--- src/rtl/alu_req_arbiter.sv ---
// Round-robin arbiter that shares one registered ALU between two requesters and
// sequences clock-gate wake-up, enable strobe, result capture and response hand-back.
//
//  state | meaning
//  IDLE  | waiting for a request; READY offered to the prioritised requester
//  WAKE  | ALU clock gate opened one cycle ahead of the strobe
//  EXEC  | ALU_EN strobe, ALU computes into its result register
//  CAPT  | ALU result and OUT_VALID sampled into the response registers
//  RESP  | response presented until RSP_READY
module alu_req_arbiter #(
    parameter int OP_W   = 16,
    parameter int RSLT_W = 16,
    parameter int FUN_W  = 4
) (
    input  logic              CLK,
    input  logic              RST,
    input  logic              REQ0_VALID,
    output logic              REQ0_READY,
    input  logic [OP_W-1:0]   REQ0_A,
    input  logic [OP_W-1:0]   REQ0_B,
    input  logic [FUN_W-1:0]  REQ0_FUN,
    input  logic              REQ1_VALID,
    output logic              REQ1_READY,
    input  logic [OP_W-1:0]   REQ1_A,
    input  logic [OP_W-1:0]   REQ1_B,
    input  logic [FUN_W-1:0]  REQ1_FUN,
    output logic              RSP_VALID,
    input  logic              RSP_READY,
    output logic              RSP_ID,
    output logic [RSLT_W-1:0] RSP_DATA,
    output logic              RSP_ERR,
    output logic              ALU_CLK_EN,
    output logic              ALU_EN,
    output logic [OP_W-1:0]   ALU_A,
    output logic [OP_W-1:0]   ALU_B,
    output logic [FUN_W-1:0]  ALU_FUN,
    input  logic [RSLT_W-1:0] ALU_OUT,
    input  logic              ALU_OUT_VALID,
    output logic              BUSY
);

    localparam logic [2:0] ST_IDLE = 3'd0;
    localparam logic [2:0] ST_WAKE = 3'd1;
    localparam logic [2:0] ST_EXEC = 3'd2;
    localparam logic [2:0] ST_CAPT = 3'd3;
    localparam logic [2:0] ST_RESP = 3'd4;

    logic [2:0] state;
    logic [2:0] state_nxt;
    logic       prio;
    logic       in_idle;
    logic       accept;
    logic       grant_id;

    // READY is gated by RST so every output reads 0 while reset is held.
    always_comb begin
        in_idle    = RST && (state == ST_IDLE);
        REQ0_READY = in_idle && REQ0_VALID && (!REQ1_VALID || !prio);
        REQ1_READY = in_idle && REQ1_VALID && (!REQ0_VALID ||  prio);
        accept     = REQ0_READY || REQ1_READY;
        grant_id   = REQ1_READY;
    end

    always_comb begin
        state_nxt = state;
        case (state)
            ST_IDLE: if (accept)    state_nxt = ST_WAKE;
            ST_WAKE:                state_nxt = ST_EXEC;
            ST_EXEC:                state_nxt = ST_CAPT;
            ST_CAPT:                state_nxt = ST_RESP;
            ST_RESP: if (RSP_READY) state_nxt = ST_IDLE;
            default:                state_nxt = ST_IDLE;
        endcase
    end

    // Strobe and status outputs are registered from the next state so they line
    // up with the state they describe.
    always_ff @(posedge CLK or negedge RST) begin
        if (!RST) begin
            state      <= ST_IDLE;
            prio       <= 1'b0;
            BUSY       <= 1'b0;
            ALU_CLK_EN <= 1'b0;
            ALU_EN     <= 1'b0;
            RSP_VALID  <= 1'b0;
        end else begin
            state      <= state_nxt;
            BUSY       <= (state_nxt != ST_IDLE);
            ALU_CLK_EN <= (state_nxt == ST_WAKE) || (state_nxt == ST_EXEC) ||
                          (state_nxt == ST_CAPT);
            ALU_EN     <= (state_nxt == ST_EXEC);
            RSP_VALID  <= (state_nxt == ST_RESP);
            if (accept) begin
                prio <= !grant_id;
            end
        end
    end

    always_ff @(posedge CLK or negedge RST) begin
        if (!RST) begin
            ALU_A   <= '0;
            ALU_B   <= '0;
            ALU_FUN <= '0;
            RSP_ID  <= 1'b0;
        end else if (accept) begin
            ALU_A   <= grant_id ? REQ1_A   : REQ0_A;
            ALU_B   <= grant_id ? REQ1_B   : REQ0_B;
            ALU_FUN <= grant_id ? REQ1_FUN : REQ0_FUN;
            RSP_ID  <= grant_id;
        end
    end

    // A missing OUT_VALID means the ALU rejected the function code.
    always_ff @(posedge CLK or negedge RST) begin
        if (!RST) begin
            RSP_DATA <= '0;
            RSP_ERR  <= 1'b0;
        end else if (state == ST_CAPT) begin
            RSP_DATA <= ALU_OUT_VALID ? ALU_OUT : '0;
            RSP_ERR  <= !ALU_OUT_VALID;
        end
    end

endmodule

--- config.mk ---
export PLATFORM = sky130hd
export DESIGN_NAME = alu_req_arbiter
export DESIGN_NICKNAME = d
export VERILOG_FILES = /design/src/rtl/alu_req_arbiter.sv
export SDC_FILE = /design/constraint.sdc
export NUM_CORES = 1
export LEC_CHECK = 0
export BUFFER_PORTS_ARGS = -buffer_cell sky130_fd_sc_hd__clkbuf_2
export CAP_MARGIN = 20
export CELL_PAD_IN_SITES_DETAIL_PLACEMENT = 1
export CELL_PAD_IN_SITES_GLOBAL_PLACEMENT = 1
export CORE_ASPECT_RATIO = 0.7
export CORE_MARGIN = 4
export CORE_UTILIZATION = 29
export DETAILED_ROUTE_END_ITERATION = 6
export GPL_ROUTABILITY_DRIVEN = 0
export PLACE_DENSITY_LB_ADDON = 0.1
export SLEW_MARGIN = 20
export SYNTH_ARGS = -nofsm -noshare
export SYNTH_HDL_FRONTEND = slang
export SYNTH_SLANG_ARGS = --single-unit
--- constraint.sdc ---
create_clock -name CLK -period 1.52 [get_ports CLK]
set_input_delay 0.076 -clock CLK [delete_from_list [all_inputs] [get_ports CLK]]
set_output_delay 0.076 -clock CLK [all_outputs]
set_load 0.01 [all_outputs]
# After elaboration in Yosys (flattened, before gate mapping)
# Index checks and enable logic that the tools add are counted.
dict set report op_classes {
  eq_ne 8
  n_mux 7
  reduce_logical 17
}
# op count
set op_table {}
lappend op_table {{16-bit two-way mux} 3}
lappend op_table {{3-bit case mux with 5 select lines} 1}
lappend op_table {{3-bit by 2-bit equality test with 1-bit output (second input constant)} 4}
lappend op_table {{3-bit by 1-bit equality test with 1-bit output (second input constant)} 2}
lappend op_table {{3-bit equality test (second input constant)} 2}
lappend op_table {{3-bit two-way mux} 2}
lappend op_table {{1-bit logical AND} 5}
lappend op_table {{1-bit logical NOT} 5}
lappend op_table {{1-bit logical OR} 5}
lappend op_table {{4-bit two-way mux} 1}
lappend op_table {{3-bit logical NOT} 1}
lappend op_table {{3-bit nonzero test} 1}
dict set report word_totals {
  reg_bits 62
  inputBits 94
  out_inout_bits 60
  word_cells 44
}

# Longest topological paths before layout
dict set report depth {
  word_depth 10
  mapped_depth 6
  mapped_depth_nobuf 3
}

# Least setup slack after synthesis
# No wires, ideal clock.
dict set report synth_timing {
  path_type {register to register}
  from {reg state[2]}
  to {reg ALU_A[0]}
  setup_time_ns 0.126
  arrival_ns 1.517
  t_required_ns 1.394
  path_slack_ns -0.123
  stages_incl_launch_ff 6
  synth_period_minus_slack_ns 1.643
  cell_sequence {dfrtp_1 > buf_4 > nor4b_4 > nand2_2 > buf_4 > a221o_1}
}
dict set report synth_via {
  elab_chain_cells 5
}
# element line_no
set synth_rtl {}
lappend synth_rtl {{from (decl)} 48} ;# logic [2:0] state;
lappend synth_rtl {{from (signal assigned)} 87} ;# state <= state_nxt;
lappend synth_rtl {{3-bit logical NOT *} 57} ;# in_idle = RST && (state == ST_IDLE);
lappend synth_rtl {{1-bit logical AND *} 57}
lappend synth_rtl {{1-bit logical AND (on tied branches) (2 in a row)} {59, 58}}
lappend synth_rtl {{16-bit two-way mux or 1-bit logical OR (tied branches)} {106, 60}}
lappend synth_rtl {{to (signal assigned)} 106} ;# ALU_A <= grant_id ? REQ1_A : REQ0_A;
lappend synth_rtl {{to (decl)} 34} ;# output logic [OP_W-1:0] ALU_A,
# Every way passes the cells marked *; elsewhere a longest branch is shown, timed or not.
# A chain may end at the register's enable or synchronous reset.

# Worst setup path in the final report
dict set report layout_timing {
  from {reg state[1]}
  to {reg ALU_A[10]}
}
# The elaborated chain is that of the path after synthesis.

==> flow_summary.html <==
<table>
<tr><th>Metric</th><th>Value</th></tr>
<tr><th colspan="2">Setup path</th></tr>
<tr><td>Startpoint Class</td><td>register</td></tr>
<tr><td>R2R Setup Slk</td><td>-250 ps</td></tr>
<tr><td>Largest fanout on the critical path</td><td>10</td></tr>
<tr><td>Arrival time of data at the critical path endpoint</td><td>1960 ps</td></tr>
<tr><td>R2r startpoint</td><td>state[1]</td></tr>
<tr><td>R2R cell count</td><td>6</td></tr>
<tr><td>Capture point of the worst reg-to-reg path</td><td>ALU_A[10]</td></tr>
<tr><td>Startpoint-to-endpoint class of the critical path</td><td>reg2reg</td></tr>
<tr><td>Crit. End Element</td><td>register</td></tr>
<tr><td>Critical path data required time</td><td>~1700 ps</td></tr>
<tr><th colspan="2">Floorplanning</th></tr>
<tr><td>Placement Rows</td><td>29</td></tr>
<tr><td>Horizontal die dimension</td><td>126 um</td></tr>
<tr><td>Overall die height</td><td>90.3 um</td></tr>
<tr><td>Core box area</td><td>9250 um2</td></tr>
<tr><td>Starting Density</td><td>just over 30%</td></tr>
<tr><td>Die Outline Area</td><td>11300 um2</td></tr>
<tr><td>I/O pin count</td><td>about 150</td></tr>
<tr><th colspan="2">Drt</th></tr>
<tr><td>Vias per std cell</td><td>4.83</td></tr>
<tr><td>DR DRC count</td><td>0</td></tr>
<tr><td>Wire per inst</td><td>17.6 um</td></tr>
<tr><td>DR iter-0 viols</td><td>108</td></tr>
<tr><td>Post-detailed-route count of antenna-violating nets</td><td>0</td></tr>
<tr><td>Via total after detailed routing</td><td>2934</td></tr>
<tr><td>Routed wire length</td><td>between 10000 and 15000 um</td></tr>
<tr><td>Count of TritonRoute iterations in the first routing pass</td><td>4</td></tr>
<tr><th colspan="2">Clocking</th></tr>
<tr><td>Root buffer selected by CTS</td><td>sky130_fd_sc_hd__clkbuf_16</td></tr>
<tr><td>TritonCTS Buffers</td><td>9</td></tr>
<tr><td>Clock latency on the worst-skew pair</td><td>320 ps</td></tr>
<tr><td>Total number of H-tree levels</td><td>3</td></tr>
<tr><td>CTS tree</td><td>done</td></tr>
<tr><td>Clock tree sinks</td><td>62</td></tr>
<tr><td>Maximum root-to-sink buffer count</td><td>2</td></tr>
<tr><td>CTS clock-pin slew for the worst setup and hold paths</td><td>50 ps</td></tr>
<tr><th colspan="2">Final layout</th></tr>
<tr><td>Antenna diodes</td><td>0</td></tr>
<tr><td>Number of standard cells in the layout, taps in and fillers out</td><td>608</td></tr>
<tr><td>Share of final-layout standard cells stronger than drive strength 1</td><td>43.2%</td></tr>
<tr><td>Area taken by multi-input logic gates</td><td>roughly 1100 um2</td></tr>
<tr><td>Area grow syn2layout</td><td>68.5%</td></tr>
<tr><td>Fillers</td><td>1085</td></tr>
<tr><td>Total area of sequential cells</td><td>1550 um2</td></tr>
<tr><td>Post-layout net count</td><td>573</td></tr>
<tr><th colspan="2">Placed design</th></tr>
<tr><td>Port Buffer Count</td><td>about 150</td></tr>
<tr><td>Detailed placer's ending HPWL</td><td>6840 um</td></tr>
<tr><td>Total instance count after detailed placement</td><td>541</td></tr>
<tr><th colspan="2">Yosys</th></tr>
<tr><td>Synthesized netlist net count</td><td>365</td></tr>
<tr><td>Leading cell types by total area after synthesis</td><td>sky130_fd_sc_hd__dfrtp_1 55%, sky130_fd_sc_hd__a221o_1 8.9%, sky130_fd_sc_hd__nand2_1 6.4%, sky130_fd_sc_hd__and3_1 5.8%, sky130_fd_sc_hd__o22a_1 3.4%</td></tr>
<tr><td>Fraction of registers with async set/reset</td><td>100%</td></tr>
<tr><td>Most frequently used cell type in the post-synthesis netlist</td><td>sky130_fd_sc_hd__dfrtp_1</td></tr>
<tr><td>Unique cell type count in the Yosys netlist</td><td>29</td></tr>
<tr><td>Ys flop type</td><td>sky130_fd_sc_hd__dfrtp_1</td></tr>
<tr><td>Sequential area share after synthesis</td><td>55.2%</td></tr>
<tr><td>Fraction of synthesized cell area taken by the top area cell type</td><td>about 55%</td></tr>
<tr><td>Mapped Avg Cell Area</td><td>10.4 um2</td></tr>
<tr><td>Count of state elements after synthesis</td><td>62</td></tr>
<tr><td>Mapped Area</td><td>2810 um2</td></tr>
<tr><td>Top cell types by occurrence after synthesis</td><td>62 x sky130_fd_sc_hd__dfrtp_1, 48 x sky130_fd_sc_hd__nand2_1, 26 x sky130_fd_sc_hd__and3_1</td></tr>
<tr><td>Cell type contributing the most total cell area after synthesis</td><td>sky130_fd_sc_hd__dfrtp_1</td></tr>
<tr><td>EDFF count, synth</td><td>0</td></tr>
<tr><td>YS warnings</td><td>0</td></tr>
<tr><td>Cell count after synthesis</td><td>271</td></tr>
<tr><th colspan="2">Pwr</th></tr>
<tr><td>Worst ir drop on vdd</td><td>between 0.6 and 0.7 mV</td></tr>
<tr><td>Power consumption</td><td>8.85 mW</td></tr>
<tr><td>Leak Pwr</td><td>approximately 2.5 nW</td></tr>
<tr><td>Power density normalized to cell area</td><td>1870 nW/um2</td></tr>
<tr><th colspan="2">STA</th></tr>
<tr><td>Clock skew</td><td>5.21 ps</td></tr>
<tr><td>Achievable frequency</td><td>565 MHz</td></tr>
<tr><td>Pins over their slew limit</td><td>0</td></tr>
<tr><td>Portion of the clock cycle consumed by the worst path in the final layout</td><td>117%</td></tr>
<tr><td>Unrepaired setup endpoints after global routing</td><td>yes</td></tr>
<tr><td>Transition time at the pin with the least slew margin</td><td>between 800 and 900 ps</td></tr>
<tr><td>Worst-case hold slack</td><td>-18.5 ps</td></tr>
<tr><td>Shortest period the worst path allows</td><td>around 1800 ps</td></tr>
<tr><td>Number of setup violations in the final report</td><td>42</td></tr>
<tr><td>Tightest slew margin relative to the limit</td><td>between 40% and 50%</td></tr>
<tr><td>Number of hold-slack violations in the final timing report</td><td>62</td></tr>
<tr><td>Least setup slack across all paths after layout</td><td>-251 ps</td></tr>
<tr><th colspan="2">GRT</th></tr>
<tr><td>Maximum number of pins on one net before global-route repair</td><td>63</td></tr>
<tr><td>Vias in the first global route</td><td>3206</td></tr>
<tr><td>Remaining global-route overflow</td><td>0</td></tr>
<tr><td>First-pass GRT wire length</td><td>17300 um</td></tr>
<tr><td>Number of antenna violations at the first check in global routing</td><td>0</td></tr>
<tr><td>Aggregate global-route resource usage</td><td>18.9%</td></tr>
<tr><th colspan="2">Status</th></tr>
<tr><td>Outcome</td><td>finished with violations</td></tr>
<tr><td>Violations in the final reports</td><td>negative hold slack, negative setup slack</td></tr>
<tr><th colspan="2">Min path</th></tr>
<tr><td>Class of the worst hold path</td><td>in2async</td></tr>
<tr><th colspan="2">Job</th></tr>
<tr><td>Max capacitance violation total</td><td>0</td></tr>
</table>
[cells in the final DEF, fill, tap and decap left out, drive strengths merged, types with 2 or more instances in the layout]
cell         instances
nand2b               2
o21ai               18
nand2               49
inv                 13
o211ai              11
nor3                 2
a221o               25
a31oi               11
dfrtp               62
a21oi                2
dlygate4sd3         37
bufinv               2
o22a                11
and3                26
clkinv               2
clkbuf             163
buf                 36
[flip-flops by register name, summed over array words and instances (netlist names)]
signal      cells
RSP_DATA       16
state           3
ALU_EN          1
ALU_FUN         4
ALU_CLK_EN      1
ALU_B          16
RSP_VALID       1
RSP_ERR         1
RSP_ID          1
ALU_A          16
prio            1
BUSY            1
[cell type report]
class	instances	area share [%]
Clock buffer	12	5.21
Clock inverter	4	1.48
Inverter	13	1.03
Multi-Input combinational cell	169	23.4
Sequential cell	62	32.8
Tap cell	124	3.28
Timing Repair Buffer	224	32.8
[stage by stage]
step                hold WS, ps  area (um2)  TNS, ps  setup slack [ps]  utilization, %
global route               10.1        4730    -9960              -296            51.1
finish                    -18.5        4730    -7280              -251            51.1
global placement            307        3800    -2860             -98.0            41.0
floorplan                  -220        2840    -1860             -67.0               -
CTS                      0.0918        4680    -6110              -211            50.5
detailed placement          312        3800    -4290              -163            41.0
[layer usage]
| metal | vias up | track usage (%) | wire [um] |
|---|---|---|---|
| met1 | 1412 | 25.8 | 4940 |
| met2 | 107 | 30.1 | 5020 |
| li1 | 1403 | - | - |
| met4 | 0 | 4.96 | 154 |
| met5 | - | 0 | 0 |
| met3 | 12 | 4.61 | 573 |
[worst max-delay path: stages (launching register included)]
cell                      delay [ps]
sky130_fd_sc_hd__dfrtp_1         420
sky130_fd_sc_hd__nor4b_4         350
sky130_fd_sc_hd__buf_4           180
sky130_fd_sc_hd__buf_4           130
sky130_fd_sc_hd__nand2_8          70
sky130_fd_sc_hd__buf_12          150
sky130_fd_sc_hd__a221o_1         340
[kinds of logic (layout without fill, tap and decap cells)]
group	count (synthesis)	in the layout	synth area share [%]
AOI/OAI and AO/OA	82	82	22.5
xor gates and xnor gates	1	1	0.312
DFF	62	62	55.2
buffers and inverters	40	253	6.50
and+or+nand+nor	86	86	15.4
[power by group]
group          switching, mW  total, mW  internal, mW
Combinational           1.86       3.77          1.91
Sequential             0.476       2.90          2.43
Clock                  0.706       2.18          1.47
[how the worst max path moves through the flow]
stage          startpoint         end  slack, ps  depth (start not counted)
5_1_grt          state[1]   ALU_A[10]       -300                          6
2_1_floorplan    state[1]    ALU_A[0]        -70                          5
6_report         state[1]   ALU_A[10]       -250                          6
4_1_cts          state[2]  REQ1_READY       -210                          5
3_3_place_gp     state[1]    ALU_B[7]       -100                          5
3_5_place_dp     state[1]    ALU_B[7]       -160                          5
[what timing repair did]
action | 4_1_cts | 5_1_grt
pin swaps | 3 | 1
resized for setup | 19 | 5
hold buffers | 37 | 0
setup endpoints to repair | 42 | 43
setup buffers | 9 | 2
hold endpoints to repair | 37 | 0
cloned | 2 | 1
No activity file was read; power rests on OpenSTA's default activity.
